===== config.mk =====
export PLATFORM = sky130hd
export DESIGN_NAME = bcd_serial_add_ctrl
export DESIGN_NICKNAME = d
export VERILOG_FILES = /design/src/rtl/bcd_serial_add_ctrl.sv
export SDC_FILE = /design/constraint.sdc
export NUM_CORES = 1
export LEC_CHECK = 0
export BUFFER_PORTS_ARGS = -buffer_cell sky130_fd_sc_hd__buf_2
export CAP_MARGIN = 20
export CORE_MARGIN = 4
export CORE_UTILIZATION = 45
export DETAILED_ROUTE_END_ITERATION = 8
export PLACE_DENSITY = 0.7
export SYNTH_ARGS = -nofsm -noshare
export SYNTH_HDL_FRONTEND = slang
export SYNTH_SLANG_ARGS = --single-unit

===== constraint.sdc =====
create_clock -name clk -period 3.6 [get_ports clk]
set_input_delay 0.18 -clock clk [delete_from_list [all_inputs] [get_ports clk]]
set_output_delay 0.18 -clock clk [all_outputs]
set_load 0.05 [all_outputs]

===== src/rtl/bcd_serial_add_ctrl.sv =====
// Serial multi-digit BCD adder: one decimal digit per clock, LSD first,
// with the decimal carry rippled through a register between digits.
module bcd_serial_add_ctrl #(
    parameter int DIGITS = 4
) (
    input  logic                clk,
    input  logic                rst,
    input  logic                start,
    input  logic [4*DIGITS-1:0] a,
    input  logic [4*DIGITS-1:0] b,
    input  logic                cin,
    output logic                busy,
    output logic                done,
    output logic [4*DIGITS-1:0] sum,
    output logic                cout,
    output logic                err
);

    localparam int W     = 4 * DIGITS;
    localparam int IDX_W = (DIGITS > 1) ? $clog2(DIGITS) : 1;
    localparam logic [IDX_W-1:0] LAST_IDX = IDX_W'(DIGITS - 1);

    typedef enum logic [1:0] {
        S_IDLE,
        S_ADD,
        S_DONE
    } state_t;

    state_t           state, state_next;
    logic [W-1:0]     a_reg, a_next;
    logic [W-1:0]     b_reg, b_next;
    logic [W-1:0]     sum_next;
    logic [IDX_W-1:0] idx, idx_next;
    logic             carry, carry_next;
    logic             cout_next, err_next;

    logic [3:0]       a_dig, b_dig, s_dig;
    logic [4:0]       raw;
    logic             dig_carry;

    // Single-digit BCD stage; the +6 correction wraps mod 16 like the 5-bit rule
    always_comb begin
        a_dig     = a_reg[4*idx +: 4];
        b_dig     = b_reg[4*idx +: 4];
        raw       = {1'b0, a_dig} + {1'b0, b_dig} + {4'b0000, carry};
        s_dig     = raw[3:0];
        dig_carry = 1'b0;
        if (raw > 5'd9) begin
            s_dig     = raw[3:0] + 4'd6;
            dig_carry = 1'b1;
        end
    end

    always_comb begin
        state_next = state;
        a_next     = a_reg;
        b_next     = b_reg;
        sum_next   = sum;
        idx_next   = idx;
        carry_next = carry;
        cout_next  = cout;
        err_next   = err;
        case (state)
            S_IDLE, S_DONE: begin
                state_next = S_IDLE;
                if (start) begin
                    a_next     = a;
                    b_next     = b;
                    carry_next = cin;
                    idx_next   = '0;
                    sum_next   = '0;
                    err_next   = 1'b0;
                    state_next = S_ADD;
                end
            end
            S_ADD: begin
                sum_next[4*idx +: 4] = s_dig;
                err_next   = err | (a_dig > 4'd9) | (b_dig > 4'd9);
                carry_next = dig_carry;
                if (idx == LAST_IDX) begin
                    cout_next  = dig_carry;
                    state_next = S_DONE;
                end else begin
                    idx_next = idx + IDX_W'(1);
                end
            end
            default: state_next = S_IDLE;
        endcase
    end

    always_ff @(posedge clk or posedge rst) begin
        if (rst) begin
            state <= S_IDLE;
            a_reg <= '0;
            b_reg <= '0;
            sum   <= '0;
            idx   <= '0;
            carry <= 1'b0;
            cout  <= 1'b0;
            err   <= 1'b0;
        end else begin
            state <= state_next;
            a_reg <= a_next;
            b_reg <= b_next;
            sum   <= sum_next;
            idx   <= idx_next;
            carry <= carry_next;
            cout  <= cout_next;
            err   <= err_next;
        end
    end

    assign busy = (state == S_ADD);
    assign done = (state == S_DONE);

endmodule

### Yosys cells after proc, flatten, opt, wreduce, memory -nomap -nowiden

Index checks and enable logic that the tools add are counted.

* memories kept: 0
* latch bits: 0
* word-level logic and storage cells: 50
* bits in read-only memories: 0
* input port bits: 36
* flip-flop bits (word level): 55
* output and inout bits: 20
* memory bits (writable): 0

* bitwise operators: 2
* reduce and logical (&&, ||, !) cells: 7
* shift-type cells: 4
* magnitude comparators: 3
* multiply operators: 0
* mux-type cells: 15
* equality and inequality tests: 6
* divide/modulo/power cells: 0
* add/sub/neg operators: 5

Operator list (number)
* $neg 4->34: 1
* $shift 4x34->16 const A: 1
* $shiftx 4x34->16: 1
* $pmux 16 s2: 1
* $shiftx 16x5->4: 2
* $bwmux 16: 1
* $mux 16: 1
* $gt 4x4->1 const B: 2
* $pmux 2 s2: 2
* $mux 2: 3
* $reduce_and 2->1: 3
* $add 4x4->5: 1
* $add 5x1->5: 1
* $gt 5x4->1 const B: 1
* $add 4x3->4 const B: 1
* $eq 2x2->1 const B: 2
* $mux 1: 4
* $mux 4: 1
* $ne 2x2->1 const B: 2
* $pmux 1 s2: 2
* $reduce_and 3->1: 1
* $add 2x1->2 const B: 1
* $eq 2x1->1 const B: 1
* $logic_not 2->1: 1
* 4 further kinds: 5

### Logic depth before layout (Yosys ltp)

* depth after elaboration: 8
* depth in mapped cells: 11
* gate-level depth less buffers: 10

### Worst setup path after synthesis

Ideal clock, no wire load.

* kind: flip-flop to flip-flop
* from: register idx[0]
* to: register sum[10]
* data arrival time: 3.404 ns
* buffers on the path: 1
* stages on the path, launching flop included: 12
* clock period less this slack: 3.537 ns
* library setup time: 0.132 ns
* path slack: 0.063 ns
* data required time: 3.468 ns
* cells stage by stage: dfrtp_1 -> buf_2 -> mux4_2 -> fa_1 -> fa_1 -> xnor2_1 -> ha_1 -> nor2b_1 -> a31oi_1 -> and4b_1 -> a311oi_2 -> o21ai_1

* word-level cells in the longest chain between the ends: 8
* elaborated cells on any way between the ends: 12
* classes of those cells: 4 x add/sub; 1 x order compare; 4 x shift; 3 x mux

Ends and longest elaborated chain
* start, declared: line 33 `logic [IDX_W-1:0] idx, idx_next;`
* start signal, assigned: line 106 `idx <= idx_next;`
* $shiftx 16x5->4 (on tied branches): line 43, 44
* $add 4x4->5: line 45 `raw = {1'b0, a_dig} + {1'b0, b_dig} + {4'b0000, carry};`
* $add 5x1->5: line 45
* $add 4x3->4 / $gt 5x4->1 (equally long branches): line 49, 48
* $mux 4: line 48 `if (raw > 5'd9) begin`
* $shiftx 4x34->16: line 77 `sum_next[4*idx +: 4] = s_dig;`
* $bwmux 16 *: line 77
* $pmux 16 s2 *: line 63 `case (state)`
* end signal, assigned: line 105 `sum <= sum_next;`
* end, declared: line 14 `output logic [4*DIGITS-1:0] sum,`

Every way passes the cells marked *; elsewhere a longest branch is shown, timed or not.
A chain may end at the register's enable or synchronous reset.

### Worst setup path after layout

* from: register idx[0]
* to: register sum[6]

The elaborated chain is that of the path after synthesis.

==> impl_metrics.py <==
metrics = {
    "drt": {
        "num_vias": 2051,
        "final_antenna_net_count": 0,
        "drtIter0Drc": 111,
        "vias_per_cell": 5.04,
        "drt-total-wl_um": 5600,
        "drc": 0,
        "first_pass_iters": 4,
        "wire_per_inst_um": 13.7,
    },
    "layout": {
        "nets": 380,
        "n_fill_cell": 533,
        "synthToLayoutAreaGrowth_pct": 18.3,
        "finalNonFillerCells": 407,
        "diodes": 0,
        "layout_commonest_cell": "nand2_1",
        "drive_gt1_share_pct": 25.7,
        "finalCoreUtilization_pct": 55.8,
        "final_cell_mix": "nand2_1 (113), dfrtp_1 (55), buf_2 (55)",
        "design_area_sq_mm": 0.00311,
    },
    "global_route": {
        "grt_pass1_wl_um": 9740,
        "antenna_found_initial": 0,
        "grt_max_degree": 56,
        "gr-total-overflow": 0,
        "grt_pass1_vias": 2044,
        "grt_usage_pct": 17.0,
    },
    "clocking": {
        "cts_tree": "yes",
        "cts_root_buffer": "clkbuf_8",
        "clkLatencyLatePin_ps": 310,
        "cts_max_path_buffers": 2,
        "path_clk_slew_ps": 90,
        "ctsHtreeMaxLevel": 2,
        "postCtsSetupBuffers": 0,
        "postCtsHoldBufs": 0,
        "cts.sinks": 55,
        "cts_made_buffers": 5,
        "cts-resized-gates": 0,
    },
    "synth": {
        "synthFlopType": "dfrtp_1",
        "yosys_warnings": 0,
        "synthArstFlopShare_pct": 100,
        "syn_area_per_cell_sq_um": 9.53,
        "synthCells": 276,
        "synth_nets": 322,
        "synth_edf_count": 0,
        "synth_cell_type_count": 34,
        "syn_area_sq_mm": 0.00263,
        "yosysSeqAreaShare_pct": 52.3,
        "ys_ff_latch": 55,
    },
    "sta": {
        "worst_slack_ps": 179,
        "post-route-min-period_ps": 3420,
        "hold_viol": 0,
        "skew_ps": 5.79,
        "fmax_mhz": 292,
        "relSlewSlack_pct": 55.1,
        "worst_pin_slew_ps": 674,
        "drv_slew": 0,
        "timing.final.crit_share_pct": 95.0,
        "setup_violations": 0,
    },
    "critical_path": {
        "crit_fanout": 4,
        "critPathLaunchType": "flip-flop",
        "worstPathRequired_ps": 3790,
        "path_class": "reg -> reg",
        "r2r_cells": 10,
        "cp.arrival_ps": 3610,
        "rr_endpoint": "sum[6]",
        "crit_path_end_kind": "flip-flop",
        "reg2reg_slack_ps": 180,
        "r2r_start": "idx[0]",
    },
    "floorplanning": {
        "die_area_sq_mm": 0.00713,
        "start_util_pct": 47.2,
        "dieWidth_um": 84.5,
        "boundaryPins": 56,
        "core_sq_mm": 0.00557,
        "fp.dieH_um": 84.5,
        "rows": 27,
    },
    "place": {
        "gp_congestion": 0.859,
        "dp_slack_ps": 148,
        "numPortBuffers": 55,
        "dp_hpwl_um": 4220,
        "dp_cells": 399,
        "place_area_sq_mm": 0.00300,
    },
    "flow_run": {
        "maxCapViolations": 0,
    },
    "status": {
        "outcome": "complete, no violations",
    },
    "min_path": {
        "hp-class": "in -> async",
    },
}
[per-stage QoR]
| stage | TNS (ps) | hold slack, ps |
|---|---|---|
| floorplan | 0 | 285 |
| detailed placement | 0 | 374 |
| global placement | 0 | 369 |
| global route | -8.81 | 45.4 |
| CTS | 0 | 39.1 |
| finish | 0 | 44.6 |
[worst max-delay path by stage]
| stage | slack (ps) | cells after the start | endpoint | start |
|---|---|---|---|---|
| after floorplan | 60 | 11 | sum[10] | idx[0] |
| after global placement | 240 | 10 | sum[2] | idx[1] |
| after detailed placement | 150 | 10 | sum[6] | idx[1] |
| after CTS | 150 | 10 | sum[6] | idx[1] |
| after global routing | -7 | 10 | sum[6] | idx[0] |
| final | 180 | 10 | sum[6] | idx[0] |
[Yosys cell counts, types with 2 or more instances]
| library cell | count | area [sq um] |
|---|---|---|
| a21oi_1 | 9 | 45.0 |
| fa_1 | 2 | 40.0 |
| o21ai_0 | 14 | 70.1 |
| o31ai_1 | 6 | 45.0 |
| nor2_1 | 10 | 37.5 |
| inv_1 | 7 | 26.3 |
| buf_1 | 2 | 7.51 |
| clkbuf_1 | 6 | 22.5 |
| and2_1 | 3 | 18.8 |
| o21ai_1 | 4 | 20.0 |
| ha_1 | 8 | 100 |
| nand3_1 | 5 | 25.0 |
| buf_2 | 2 | 10.0 |
| nand2_1 | 113 | 424 |
| nor2b_1 | 3 | 18.8 |
| mux4_2 | 8 | 180 |
| dfrtp_1 | 55 | 1380 |
| nor3b_1 | 2 | 15.0 |
| nand2b_1 | 2 | 12.5 |
[layer usage]
metal  wire length, um  vias up  track usage [%]
li1                  -     1035                -
met1              2730      957             23.9
met2              2480       51             26.3
met3               308        8             4.51
met4                82        0             4.89
met5                 0        -                0
[cell type report]
class                           instances  area (sq um)  area share (%)
Sequential cell                        55          1380            44.2
Timing Repair Buffer                   61           320            10.3
Clock inverter                          2          12.5           0.402
Multi-Input combinational cell        204          1210            39.0
Tap cell                               72          90.1            2.89
Clock buffer                            6          72.6            2.33
Inverter                                7          26.3           0.844
[critical path, cell delays in order, from the launching register on]
cell      delay (ps)
dfrtp_1          410
mux4_2           530
fa_1             430
fa_1             440
xnor2_1          170
ha_1             240
nor2b_2          190
o311ai_1         280
o31ai_2          150
a311oi_4         340
o21ai_1          120
[cells by family after synthesis]
logic type / count (synthesis) / synth area share, %
adder cells (fa/ha/maj): 10 / 5.33
flip-flops: 55 / 52.3
multiplexers: 9 / 7.23
buffers and inverters: 17 / 2.52
AND/OR/NAND/NOR: 143 / 22.7
XOR/XNOR: 1 / 0.333
AO/OA/AOI/OAI: 41 / 9.56
Power is not shown: default switching activity piles up to over one toggle a cycle in this logic, so the estimate is an artifact.
